[config.mk]
export PLATFORM = sky130hd
export DESIGN_NAME = cla_adder_pipe
export DESIGN_NICKNAME = d
export VERILOG_FILES = /design/src/rtl/cla_adder_pipe.sv
export SDC_FILE = /design/constraint.sdc
export NUM_CORES = 1
export LEC_CHECK = 0
export BUFFER_PORTS_ARGS = -buffer_cell sky130_fd_sc_hd__buf_2
export CELL_PAD_IN_SITES_DETAIL_PLACEMENT = 0
export CELL_PAD_IN_SITES_GLOBAL_PLACEMENT = 1
export CORE_MARGIN = 4
export CORE_UTILIZATION = 45
export DETAILED_ROUTE_END_ITERATION = 8
export PLACE_DENSITY = 0.82
export SLEW_MARGIN = 20
export SYNTH_ARGS = -nofsm -noshare
export SYNTH_HDL_FRONTEND = slang
export SYNTH_SLANG_ARGS = --single-unit
[constraint.sdc]
create_clock -name clk -period 4.3 [get_ports clk]
set_clock_uncertainty 0.15 [all_clocks]
set_input_delay 0.215 -clock clk [delete_from_list [all_inputs] [get_ports clk]]
set_output_delay 0.215 -clock clk [all_outputs]
set_load 0.02 [all_outputs]
[src/rtl/cla_adder_pipe.sv]
// cla_adder_pipe -- two-stage pipelined carry-lookahead adder/subtractor
// with a valid/ready handshake on both sides.
//
// Stage 1 forms the effective operands (B inverted and carry-in inverted
// for subtract). It registers the per-bit propagate and generate terms and
// the per-group (4-bit) propagate/generate, together with the effective
// carry-in.
// Stage 2 forms every group carry-in directly from the stage-1 group terms.
// Each group carry is one sum-of-products, so no carry ripples from one
// group into the next. It then forms the in-group bit carries and
// registers Sum/Cout/Pout/Ovf.
//
// Ports
//   clk, rst_n       clock, asynchronous active-low reset
//   A, B             operands (WIDTH bits)
//   Cin, Sub         carry/borrow-in; Sub=1 computes A-B-Cin
//   In_valid/ready   input handshake (In_ready depends on Out_ready)
//   Sum, Cout        result; in subtract mode Cout is the inverted borrow
//   Pout             AND of all bit propagates of the effective operands
//   Ovf              two's-complement overflow
//   Out_valid/ready  output handshake

// Per-group operand stage: bit terms plus 4-bit lookahead group terms.
module cla_group (
  input  logic [3:0] a_i,
  input  logic [3:0] be_i,
  output logic [3:0] p_o,
  output logic [2:0] g_o,   // g[3] only feeds the group generate
  output logic       gp_o,
  output logic       gg_o
);
  logic [3:0] g;
  assign p_o  = a_i ^ be_i;
  assign g    = a_i & be_i;
  assign g_o  = g[2:0];
  assign gp_o = &p_o;
  assign gg_o = g[3] | (p_o[3] & g[2]) | (p_o[3] & p_o[2] & g[1]) |
                (p_o[3] & p_o[2] & p_o[1] & g[0]);
endmodule

// Per-group sum stage: in-group bit carries from the group carry-in.
module cla_group_sum (
  input  logic [3:0] p_i,
  input  logic [2:0] g_i,
  input  logic       c_i,
  output logic [3:0] s_o
);
  logic [3:0] c;
  assign c[0] = c_i;
  assign c[1] = g_i[0] | (p_i[0] & c_i);
  assign c[2] = g_i[1] | (p_i[1] & g_i[0]) | (p_i[1] & p_i[0] & c_i);
  assign c[3] = g_i[2] | (p_i[2] & g_i[1]) | (p_i[2] & p_i[1] & g_i[0]) |
                (p_i[2] & p_i[1] & p_i[0] & c_i);
  assign s_o  = p_i ^ c;
endmodule

module cla_adder_pipe #(
  parameter int WIDTH = 16
) (
  input  logic             clk,
  input  logic             rst_n,
  input  logic [WIDTH-1:0] A,
  input  logic [WIDTH-1:0] B,
  input  logic             Cin,
  input  logic             Sub,
  input  logic             In_valid,
  output logic             In_ready,
  output logic [WIDTH-1:0] Sum,
  output logic             Cout,
  output logic             Pout,
  output logic             Ovf,
  output logic             Out_valid,
  input  logic             Out_ready
);
  localparam int NG = WIDTH / 4;

  if ((WIDTH % 4) != 0 || WIDTH < 4 || WIDTH > 64) begin : g_bad_width
    $error("cla_adder_pipe: WIDTH must be a multiple of 4 in 4..64");
  end

  // Carry into group k. It is written as a flat OR of products, one
  // product per source group, so each group carry is two logic levels
  // deep over the group terms.
  function automatic logic grp_carry(input int k, input logic [NG-1:0] gp,
                                     input logic [NG-1:0] gg, input logic ce);
    logic acc, t;
    acc = ce;
    for (int m = 0; m < k; m++) acc &= gp[m];
    for (int j = 0; j < k; j++) begin
      t = gg[j];
      for (int m = j + 1; m < k; m++) t &= gp[m];
      acc |= t;
    end
    return acc;
  endfunction

  // vld_q[1]: stage-1 occupied, vld_q[2]: Out_valid
  logic [2:1] vld_q;
  logic       ld1, ld2;

  assign ld2       = !vld_q[2] | Out_ready;
  assign ld1       = !vld_q[1] | ld2;
  assign In_ready  = ld1;
  assign Out_valid = vld_q[2];

  // ---- stage 1 ----
  logic [WIDTH-1:0]        be_d;
  logic                    ce_d;
  logic [NG-1:0][3:0]      p_d;
  logic [NG-1:0][2:0]      g_d;
  logic [NG-1:0]           gp_d, gg_d;

  assign be_d = B ^ {WIDTH{Sub}};
  assign ce_d = Cin ^ Sub;

  for (genvar gi = 0; gi < NG; gi++) begin : g_s1
    cla_group u_grp (
      .a_i  (A[gi*4 +: 4]),
      .be_i (be_d[gi*4 +: 4]),
      .p_o  (p_d[gi]),
      .g_o  (g_d[gi]),
      .gp_o (gp_d[gi]),
      .gg_o (gg_d[gi])
    );
  end

  logic [NG-1:0][3:0] p1_q;
  logic [NG-1:0][2:0] g1_q;
  logic [NG-1:0]      gp1_q, gg1_q;
  logic               ce1_q;

  always_ff @(posedge clk or negedge rst_n) begin
    if (!rst_n) begin
      vld_q[1] <= 1'b0;
      p1_q     <= '0;
      g1_q     <= '0;
      gp1_q    <= '0;
      gg1_q    <= '0;
      ce1_q    <= 1'b0;
    end else if (ld1) begin
      vld_q[1] <= In_valid;
      if (In_valid) begin
        p1_q  <= p_d;
        g1_q  <= g_d;
        gp1_q <= gp_d;
        gg1_q <= gg_d;
        ce1_q <= ce_d;
      end
    end
  end

  // ---- stage 2 ----
  logic [NG:0]        gc;
  logic [NG-1:0][3:0] s_d;

  assign gc[0] = ce1_q;
  for (genvar k = 1; k <= NG; k++) begin : g_gc
    assign gc[k] = grp_carry(k, gp1_q, gg1_q, ce1_q);
  end

  for (genvar gi = 0; gi < NG; gi++) begin : g_s2
    cla_group_sum u_sum (
      .p_i (p1_q[gi]),
      .g_i (g1_q[gi]),
      .c_i (gc[gi]),
      .s_o (s_d[gi])
    );
  end

  logic             cout_d, pout_d, ovf_d, cmsb;
  // carry into the MSB recovered from its sum bit: s = p ^ c
  assign cmsb   = s_d[NG-1][3] ^ p1_q[NG-1][3];
  assign cout_d = gc[NG];
  assign pout_d = &p1_q;
  assign ovf_d  = cmsb ^ cout_d;

  logic [WIDTH-1:0] sum_q;
  logic             cout_q, pout_q, ovf_q;

  always_ff @(posedge clk or negedge rst_n) begin
    if (!rst_n) begin
      vld_q[2] <= 1'b0;
      sum_q    <= '0;
      cout_q   <= 1'b0;
      pout_q   <= 1'b0;
      ovf_q    <= 1'b0;
    end else if (ld2) begin
      vld_q[2] <= vld_q[1];
      if (vld_q[1]) begin
        sum_q  <= s_d;
        cout_q <= cout_d;
        pout_q <= pout_d;
        ovf_q  <= ovf_d;
      end
    end
  end

  assign Sum  = sum_q;
  assign Cout = cout_q;
  assign Pout = pout_q;
  assign Ovf  = ovf_q;
endmodule

Word level (Yosys, flattened, before mapping)
Cells that the tools add are included.

Register bits after elaboration: 58. Latch bits: 0. RAM bits: 0. Bits in read-only memories: 0. Output and inout port bits: 21. Memories kept: 0.

Add/sub/neg operators: 0. Multiply operators: 0. Div/mod/pow operators: 0. Magnitude comparators: 0. Equal/unequal tests: 0. Shift operators: 0. Muxes and demuxes: 0. Bitwise logic cells: 130. Reductions and logical operators: 9.

Operators with widths (number): 1-bit AND (66); 1-bit bitwise OR (48); 4-bit XOR (8); 4-bit AND (4); 16-bit AND reduction (1); 4-bit AND reduction (4); 16-bit XOR (1); 2-bit AND reduction (2); 1-bit XOR (3); 1-bit zero test (2).

Depth between registers and ports, before layout
Gate-level depths: netlist of the first run.

Depth after elaboration: 11. Depth in mapped cells: 8.

Modules after synthesis
Synthesis of the first run repeated with hierarchy kept, for this count alone.

Cells, all modules: 243. Area total of the unflattened synthesis: 3051.7 um^2.

Modules (own cells, without submodules): cla_adder_pipe (instances 1, cells each 163, area an instance 2416.1 um^2, sequential area each 1451.4 um^2); cla_group_sum (instances 4, cells each 11, area an instance 81.3 um^2, sequential area each 0.0 um^2); cla_group (instances 4, cells each 9, area an instance 77.6 um^2, sequential area each 0.0 um^2).

Worst setup path after synthesis of the first run
No wires, ideal clock.

Kind: input to register. From: input Sub. To: register gg1_q[1]. Library setup time: 0.128 ns. Arrival: 1.595 ns. Data required time: 4.022 ns. Slack: 2.427 ns. Stages: 8. Cell sequence: buf_2 buf_2 xor2_1 ha_1 a21o_1 a21o_1 a21oi_1 o21ai_0.

Elaborated cells between the ends (all ways): 11. Those cells by class: bitwise (11).

RTL lines: start: declaration (line 65) `input logic Sub,`; 16-bit XOR (line 113) `assign be_d = B ^ {WIDTH{Sub}};`; 4-bit XOR (line 33) `assign p_o = a_i ^ be_i;`; named net g_s1[1].u_grp.p_o[1] (line 27) `output logic [3:0] p_o,`; 1-bit AND (2 in series) (line 38) `(p_o[3] & p_o[2] & p_o[1] & g[0]);`; 1-bit bitwise OR (line 37) `assign gg_o = g[3] | (p_o[3] & g[2]) | (p_o[3] & p_o[2] & g[1]) |`; end signal: assignment (line 146) `gg1_q <= gg_d;`; end: declaration (line 129) `logic [NG-1:0] gp1_q, gg1_q;`.

The timed path passes the listed nets, and every way through them passes these cells. A chain may end at the register's enable or synchronous reset.

Worst setup path after layout of the first run
From: register vld_q[1] (netlist name). To: register p1_q[9] (netlist name).

Longest elaborated chain between the ends: 3.

Ends and longest elaborated chain: start: declaration (line 98) `logic [2:1] vld_q;`; 1-bit zero test (line 102) `assign ld1 = !vld_q[1] | ld2;`; 1-bit bitwise OR (line 102); 2-bit AND reduction (no line); end signal: assignment (line 143) `p1_q <= p_d;`; end: declaration (line 127) `logic [NG-1:0][3:0] p1_q;`.

Every way passes these cells.

==> flow_summary.yaml, run 1 <==
status:
  outcome: "finished, final reports clean"
pwr:
  p_leak_nw: 1.82
  powerDensity_mw_per_mm2: 502
  ir_worst_vdd_mv: 0.228
critical_path:
  timing.reg2reg.setup_slack_ps: 2330
  crit_buf_inv: 0
  path_class: "reg2reg"
  crit_fanout: 46
  worstSetupStartpoint: "vld_q[1]$_DFFE_PN0N_"
  critPathCaptureType: "flip-flop"
  cpMaxStageDelayCell: "nand2_2"
  crit_arrival_ps: 2040
  timing.rr.start: "vld_q[1]$_DFFE_PN0N_"
  r2r_end: "p1_q[9]$_DFFE_PN0P_"
  crit_path_start_kind: "flip-flop"
  cp_top_family: "simple AND/OR/NAND/NOR gates"
  crit_end: "p1_q[9]$_DFFE_PN0P_"
  slowest_delay_ps: 690
  crit_cells: 3
  crit_required_ps: 4360
  worstPathCellList: "nand3b_1 > nand2_2 > mux2_2"
  reg2reg_depth: 3
sta:
  rsz0062_at_grt: "false"
  hold_viol: 0
  fmax_ghz: 0.507
  max_slew_margin_pct: 39.3
  setup_viol: 0
  drv_slew: 0
  min_period_over_period_pct: 45.9
  period_minus_slack_ps: 1970
  final.setup.tns_ps: 0
  tightest_slew_ps: 908
synth:
  ys_seq_area_share_pct: 46.6
  syn-cell-area_mm2: 0.00311
  synthArstFlopShare_pct: 100
  synth.mux.area_fraction_pct: 11.1
  synthDistinctLibCells: 45
  avgSynthCellArea_um2: 11.0
  synth_top_family_by_area: "compound AO/OA/AOI/OAI gates"
  yosys_most_used_dff: "dfrtp_1"
  synth_top_area_cell: "dfrtp_1"
  ys_ff_latch: 58
  synth_xor_area_share_pct: 6.19
  synth_edf_count: 0
  synth_compound_area_share_pct: 12.7
  synthTopCellsByArea: "dfrtp_1 47%, mux2_2 8.7%, ha_1 8.0%, xor2_1 5.6%, nand2_1 3.9%"
  netlist_instances: 283
  ys_warn_count: 0
  synth_top_area_share_pct: 46.6
  syn_nets: 341
  synth-adder-area-share_pct: 8.04
  synth-simple-area-share_pct: 12.5
placed_design:
  place.gp.congestion: 0.763
  dp_hpwl_um: 4740
  io_buffers: 58
  dp_cells: 412
floorplanning:
  dieWidth_um: 91.2
  start_util_pct: 46.1
  die-area_mm2: 0.00831
  die_h_um: 91.2
  coreArea_mm2: 0.00676
  pin_count: 59
  rows: 30
drt:
  ant_nets: 0
  dr_wl_met3_um: 265
  wl_met1_um: 2890
  wl_met2_um: 3120
  drt_iter0_drc: 111
  via_per_inst: 5.33
  topRoutingLayerUsed: "met4"
  drc: 0
  first_pass_iters: 4
  drt_wl_total_um: 6370
  vias: 2291
  avgRoutedWirePerCell_um: 14.8
layout:
  n_antenna_cell: 0
  final_layout_size_suffix_gt1_share_pct: 30.6
  instances_no_fill: 430
  fill_cells: 646
  seq_area_mm2: 0.00145
  fin_nets: 403
  layout_common_cells: "58 x dfrtp_1, 58 x buf_2, 32 x nand2_1, 24 x mux2_2"
  multi_input_area_mm2: 0.00157
  syn_to_final_growth_pct: 17.8
clocking:
  cts_tree: "done"
  cts_resized: 0
  clock_latency_ps: 340
  postCtsSetupBuffers: 0
  cts_buffers: 9
  h-tree-depth: 3
  cts.sinks: 58
  cts_buffer_depth: 2
  clk_pin_slew_ps: 60
  ctsHoldBuffers: 2
  clock-root-buffer: "clkbuf_8"
global_routing:
  grt_pass1_wl_um: 11000
  grt_overflow_total: 0
  antenna_found_initial: 0
  grt_pass1_vias: 2322
  grt_usage_pct: 16.7
  grt_max_degree: 59
worst_hold_path:
  hold_depth: 3
  hold_path_class: "in2reg"
run:
  cap_viol_max_count: 0
==> kinds of logic (layout without fill, tap and decap cells) <==
kind of cell             Yosys count  after routing
flip-flops                        58             58
AO/OA/AOI/OAI                     60             60
adder cells (fa/ha/maj)           20             20
XOR/XNOR                          22             22
AND/OR/NAND/NOR                   76             76
buffers and inverters             16             83
multiplexers                      31             31
==> tightest hold or removal path, delay by kind of cell <==
family / cells / cell delay, ps
xor gates and xnor gates: 1 / 100
buffers and inverters: 1 / 80
AOI/OAI and AO/OA: 1 / 60
==> how the worst min path moves through the flow <==
stage / from / to / slack [ps]
floorplan: rst_n / Cout$_DFFE_PN0P_ / -230
global placement: rst_n / g1_q[5]$_DFFE_PN0P_ / 250
detailed placement: rst_n / g1_q[5]$_DFFE_PN0P_ / 260
CTS: Cin / ce1_q$_DFFE_PN0P_ / 3
global route: Cin / ce1_q$_DFFE_PN0P_ / 50
finish: Cin / ce1_q$_DFFE_PN0P_ / 10
==> flip-flops by register name, indices dropped and copies added (netlist names), 4 cells and up <==
signal	cells
gp1_q	4
Sum	16
gg1_q	4
g1_q	12
p1_q	16
==> report_power, final <==
group          total [mW]  switching, mW  internal (mW)  leakage (nW)
Combinational       0.547          0.310          0.237          1.00
Clock               0.495          0.196          0.299         0.101
Sequential          0.798          0.115          0.683         0.714
==> synth_stat cells (all sizes together), types with 2 or more instances <==
cell type	instances
a211oi	3
a21o	13
a21oi	11
and3	3
buf	8
clkbuf	3
dfrtp	58
ha	20
inv	5
mux2	28
mux2i	3
nand2	33
nand2b	2
nand3	6
nand4	9
nor2	9
nor2b	3
o2111ai	3
o211ai	2
o21ai	21
or2	2
or4	5
xnor2	2
xor2	20
==> routing by layer <==
layer  up-vias  track usage, %
met3        10            5.05
met2        40            27.7
met1      1102            20.6
li1       1139               -
met5         -               0
met4         0            6.16
==> metrics by stage <==
step | hold WS [ps] | util, % | cell area (µm²) | worst slack, ps | power, mW
after floorplan | -231 | - | 3110 | 2430 | 1.17
after global placement | 255 | 51.0 | 3450 | 2270 | 1.34
after detailed placement | 258 | 51.0 | 3450 | 2260 | 1.36
after CTS | 2.78 | 54.3 | 3670 | 2310 | 1.87
after global routing | 45.5 | 54.3 | 3670 | 2160 | 1.97
final | 14.6 | 54.3 | 3670 | 2330 | 1.84
==> area by class of cell <==
cell class                      instances  area share [%]
Sequential cell                        58            39.6
Tap cell                               80            2.73
Timing Repair Buffer                   62            8.87
Inverter                                5           0.512
Clock buffer                           14            4.44
Clock inverter                          2           0.956
Multi-Input combinational cell        209            42.9
Note: power is estimated with default switching activity, not from simulation.
==> run 2, diff against run 1 <==
Settings changed: CORE_UTILIZATION 45 to 43, PLACE_DENSITY 0.82 to 0.79.
Clock period 4.3 ns to 1.97 ns, I/O delays scaled along.
==> flow_summary.yaml, run 2 (synthesized netlist as in run 1, its figures left out) <==
sta:
  drv_slew: 0
  period_minus_slack_ps: 1780
  fin_hold_ws_ps: 13.6
  max_slew_margin_pct: 64.8
  setup_viol: 0
  hold_viol: 0
  rsz0062_at_grt: "false"
  final.setup.tns_ps: 0
  layout_setup_ws_ps: 193
  fmax_ghz: 0.563
  tightest_slew_ps: 528
  min_period_over_period_pct: 90.2
layout:
  mostFrequentLayoutCell: "buf_2"
  fin_nets: 412
  fill_cells: 644
  layout_common_cells: "58 x buf_2, 57 x dfrtp_1, 32 x nand2_1, 24 x mux2_2"
  n_antenna_cell: 0
  final_layout_size_suffix_gt1_share_pct: 31.8
  design_area_mm2: 0.00378
  syn_to_final_growth_pct: 21.6
clocking:
  h-tree-depth: 3
  cts.sinks: 58
  clk_pin_slew_ps: 60
  clock_latency_ps: 330
  postCtsSetupBuffers: 0
  cts_tree: "done"
  clock-root-buffer: "clkbuf_8"
  cts_buffers: 9
  cts_buffer_depth: 2
critical_path:
  critPathCaptureType: "flip-flop"
  crit_required_ps: 2020
  crit_fanout: 6
  crit_path_start_kind: "flip-flop"
  crit_arrival_ps: 1830
  path_class: "reg2reg"
global_routing:
  grt_max_degree: 47
  antenna_found_initial: 0
  grt_pass1_wl_um: 11400
  grt_usage_pct: 17.0
  grt_pass1_vias: 2343
  grt_overflow_total: 0
pwr:
  powerDensity_mw_per_mm2: 1060
  p_leak_nw: 1.86
  ir_worst_vdd_mv: 0.473
drt:
  avgRoutedWirePerCell_um: 14.9
  via_per_inst: 5.08
  first_pass_iters: 4
  drt_iter0_drc: 101
  drc: 0
  drt_wl_total_um: 6800
  vias: 2311
  ant_nets: 0
floorplanning:
  die_h_um: 93.1
  start_util_pct: 45.1
  pin_count: 59
  dieWidth_um: 93.1
  die-area_mm2: 0.00866
  rows: 30
  coreArea_mm2: 0.00691
placed_design:
  place.gp.congestion: 0.762
  placed_area_mm2: 0.00353
  dp_slack_ps: 188
  dp_hpwl_um: 5020
  io_buffers: 58
worst_hold_path:
  hold_path_class: "in2reg"
status:
  outcome: "finished, final reports clean"
run:
  cap_viol_max_count: 0
==> run 2: changes by cell type in the layout (fill, tap and decap cells not counted), sizes merged <==
cell / change
buf: +5
clkinv: +1
dlygate4sd3: +4
bufinv: -1
==> run 2: metrics by stage <==
step	util, %	cells	total power [mW]
final	54.8	455	4.00
after global placement	51.1	433	2.98
after floorplan	-	283	2.55
after CTS	54.6	455	4.04
after detailed placement	51.1	433	3.01
after global routing	54.8	455	4.29
==> run 2: worst max-delay path, stage by stage, from the launching register on <==
cell and delay (ps):
dfrtp_2 470, a211oi_4 260, o21ba_1 210, inv_1 50, ha_1 160, nor2_1 110
xor2_1 140, o21ai_0 90
==> run 2: repair_timing <==
action / in CTS / in global routing
hold buffers: 6 / 0
setup endpoints to repair: 0 / 1
resized for setup: 0 / 2
hold endpoints to repair: 25 / 0
==> run 2: final timing paths <==
check,startpoint,end,slack (ps),cells past startpoint
setup reg to reg,gg1_q[1]$_DFFE_PN0P_,Sum[13]$_DFFE_PN0P_,190,7
max in group asynchronous,rst_n,gg1_q[1]$_DFFE_PN0P_,960,3
hold reg to reg,Sum[0]$_DFFE_PN0P_,Sum[0]$_DFFE_PN0P_,330,2
hold / removal,A[8],p1_q[8]$_DFFE_PN0P_,10,3
setup / recovery,gg1_q[1]$_DFFE_PN0P_,Sum[13]$_DFFE_PN0P_,190,7
min in group asynchronous,rst_n,g1_q[10]$_DFFE_PN0P_,130,2
==> run 2: area by class of cell <==
class                   count  area, µm²  share of cell area, %
inverters                   5       18.8                  0.496
flip-flops and latches     58       1450                   38.4
clock buffers              14        173                   4.57
well taps                  96        120                   3.18
multi-input cells         209       1580                   41.8
repair buffers             71        428                   11.3
clock inverters             2       10.0                  0.265
==> run 2: where the power goes <==
group          internal (mW)  switching, mW  leakage (nW)
sequential              1.49          0.261         0.713
combinational          0.549          0.693          1.05
clock                  0.557          0.452        0.0965
==> run 2: routing by layer <==
metal / vias to the layer above / track usage, % / share of wire (%)
met4: 0 / 6.96 / 1.3
li1: 1157 / - / -
met3: 8 / 2.98 / 3.1
met1: 1108 / 23.2 / 48
met2: 38 / 26.8 / 47
met5: - / 0 / 0
==> run 3, diff against run 2 <==
Settings changed: CORE_ASPECT_RATIO set to 0.75.
==> flow_summary.yaml, run 3 (synthesized netlist as in run 1, its figures left out) <==
drt:
  wl_met1_um: 3390
  drc: 0
  ant_nets: 0
  drt_iter0_drc: 92
  wl_met2_um: 2910
  avgRoutedWirePerCell_um: 14.7
  vias: 2339
  dr_wl_met3_um: 366
  drt_wl_total_um: 6750
  topRoutingLayerUsed: "met4"
  first_pass_iters: 4
  via_per_inst: 5.10
layout:
  n_antenna_cell: 0
  syn_to_final_growth_pct: 23.0
  final_layout_size_suffix_gt1_share_pct: 32.4
  mostFrequentLayoutCell: "buf_2"
  layout_common_cells: "58 x buf_2, 57 x dfrtp_1, 32 x nand2_1, 24 x mux2_2"
  fin_nets: 414
  instances_no_fill: 459
floorplanning:
  coreArea_mm2: 0.00693
  die_h_um: 81.7
  rows: 26
  die-area_mm2: 0.00868
  pin_count: 59
  start_util_pct: 44.9
  dieWidth_um: 106
pwr:
  p_leak_nw: 1.88
  powerDensity_mw_per_mm2: 1080
  ir_worst_vdd_mv: 0.386
sta:
  final.setup.tns_ps: 0
  rsz0062_at_grt: "false"
  min_period_over_period_pct: 96.0
  tightest_slew_ps: 491
  max_slew_margin_pct: 67.3
  setup_viol: 0
  drv_slew: 0
  hold_viol: 0
  period_minus_slack_ps: 1890
  fmax_ghz: 0.529
global_routing:
  grt_overflow_total: 0
  grt_max_degree: 47
  grt_pass1_vias: 2298
  grt_pass1_wl_um: 11400
  grt_usage_pct: 17.1
  antenna_found_initial: 0
critical_path:
  critPathCaptureType: "flip-flop"
  path_class: "reg2reg"
  worstPathCellList: "a211oi_4 > o21ba_2 > inv_1 > ha_1 > nor2_1 > xor2_1 > o21ai_0"
  crit_arrival_ps: 1970
  cpMaxStageDelayCell: "dfrtp_2"
  timing.reg2reg.setup_slack_ps: 80
  slowest_delay_ps: 450
  cp_top_family: "compound AO/OA/AOI/OAI gates"
  crit_buf_inv: 1
  crit_path_start_kind: "flip-flop"
  crit_required_ps: 2050
  crit_fanout: 5
clocking:
  cts_buffers: 9
  cts_buffer_depth: 2
  cts.sinks: 58
  h-tree-depth: 3
  clock_latency_ps: 350
  cts_tree: "done"
  clock-root-buffer: "clkbuf_8"
  clk_pin_slew_ps: 70
run:
  cap_viol_max_count: 0
placed_design:
  dp_cells: 434
  dp_hpwl_um: 5060
  io_buffers: 58
  place.gp.congestion: 0.778
worst_hold_path:
  hold_path_class: "in2reg"
status:
  outcome: "finished, final reports clean"
[run 3: changes by cell type in the layout (fill, tap and decap cells not counted)]
cell	previous run	this run
clkinv_2	2	3
dlygate4sd3_1	6	8
bufinv_16	0	1
clkbuf_1	2	0
clkbuf_8	12	11
o21ba_1	1	0
o21ba_2	0	1
clkinvlp_4	0	1
[run 3: path summary, 6_finish.rpt]
check                              startpoint                   end  cells after the start
max                         ce1_q$_DFFE_PN0P_   Sum[13]$_DFFE_PN0P_                      7
min                                     A[15]  gg1_q[3]$_DFFE_PN0P_                      4
max reg2reg                 ce1_q$_DFFE_PN0P_   Sum[13]$_DFFE_PN0P_                      7
min reg2reg                Sum[4]$_DFFE_PN0P_    Sum[4]$_DFFE_PN0P_                      2
max in group asynchronous               rst_n  gg1_q[2]$_DFFE_PN0P_                      3
min in group asynchronous               rst_n    Sum[7]$_DFFE_PN0P_                      2
[run 3: metal layers]
metal  global-route usage (%)  up-vias
met5                        0        -
met2                     25.7       49
met3                     5.42       11
li1                         -     1177
met4                     5.82        0
met1                     23.6     1102
[run 3: metrics by stage]
stage | instance area (µm²) | util (%) | power [mW] | hold WS (ps) | worst slack (ps)
2_1_floorplan | 3110 | - | 2.55 | -347 | 190
3_3_place_gp | 3530 | 50.9 | 2.97 | -79.5 | 68.9
3_5_place_dp | 3530 | 50.9 | 3.00 | -71.9 | 50.5
4_1_cts | 3810 | 55.0 | 4.15 | 0.579 | 41.7
5_1_grt | 3830 | 55.2 | 4.40 | 12.8 | 5.39
6_report | 3830 | 55.2 | 4.12 | 4.94 | 79.7
[run 3: worst min-delay path, cell delays in order]
cell	delay [ps]
buf_2	80
ha_1	130
a21oi_1	40
o21ai_0	120
[run 3: power by group]
part           switching (mW)  internal [mW]
Sequential              0.264           1.49
Combinational           0.683          0.552
Clock                   0.483          0.645
[run 3: layout make-up]
| class | count | area [µm²] |
|---|---|---|
| Sequential cell | 58 | 1450 |
| Timing Repair Buffer | 73 | 448 |
| Fill cell | 628 | 3100 |
| Clock inverter | 5 | 52.6 |
| Clock buffer | 11 | 151 |
| Multi-Input combinational cell | 209 | 1580 |
| Inverter | 5 | 18.8 |
| Tap cell | 98 | 123 |
[run 3: timing repair]
action                     4_1_cts  5_1_grt
buffers inserted                 0        1
setup endpoints to repair        0        1
gates resized for setup          0        3
hold buffers                     8        0
hold endpoints to repair        64        0
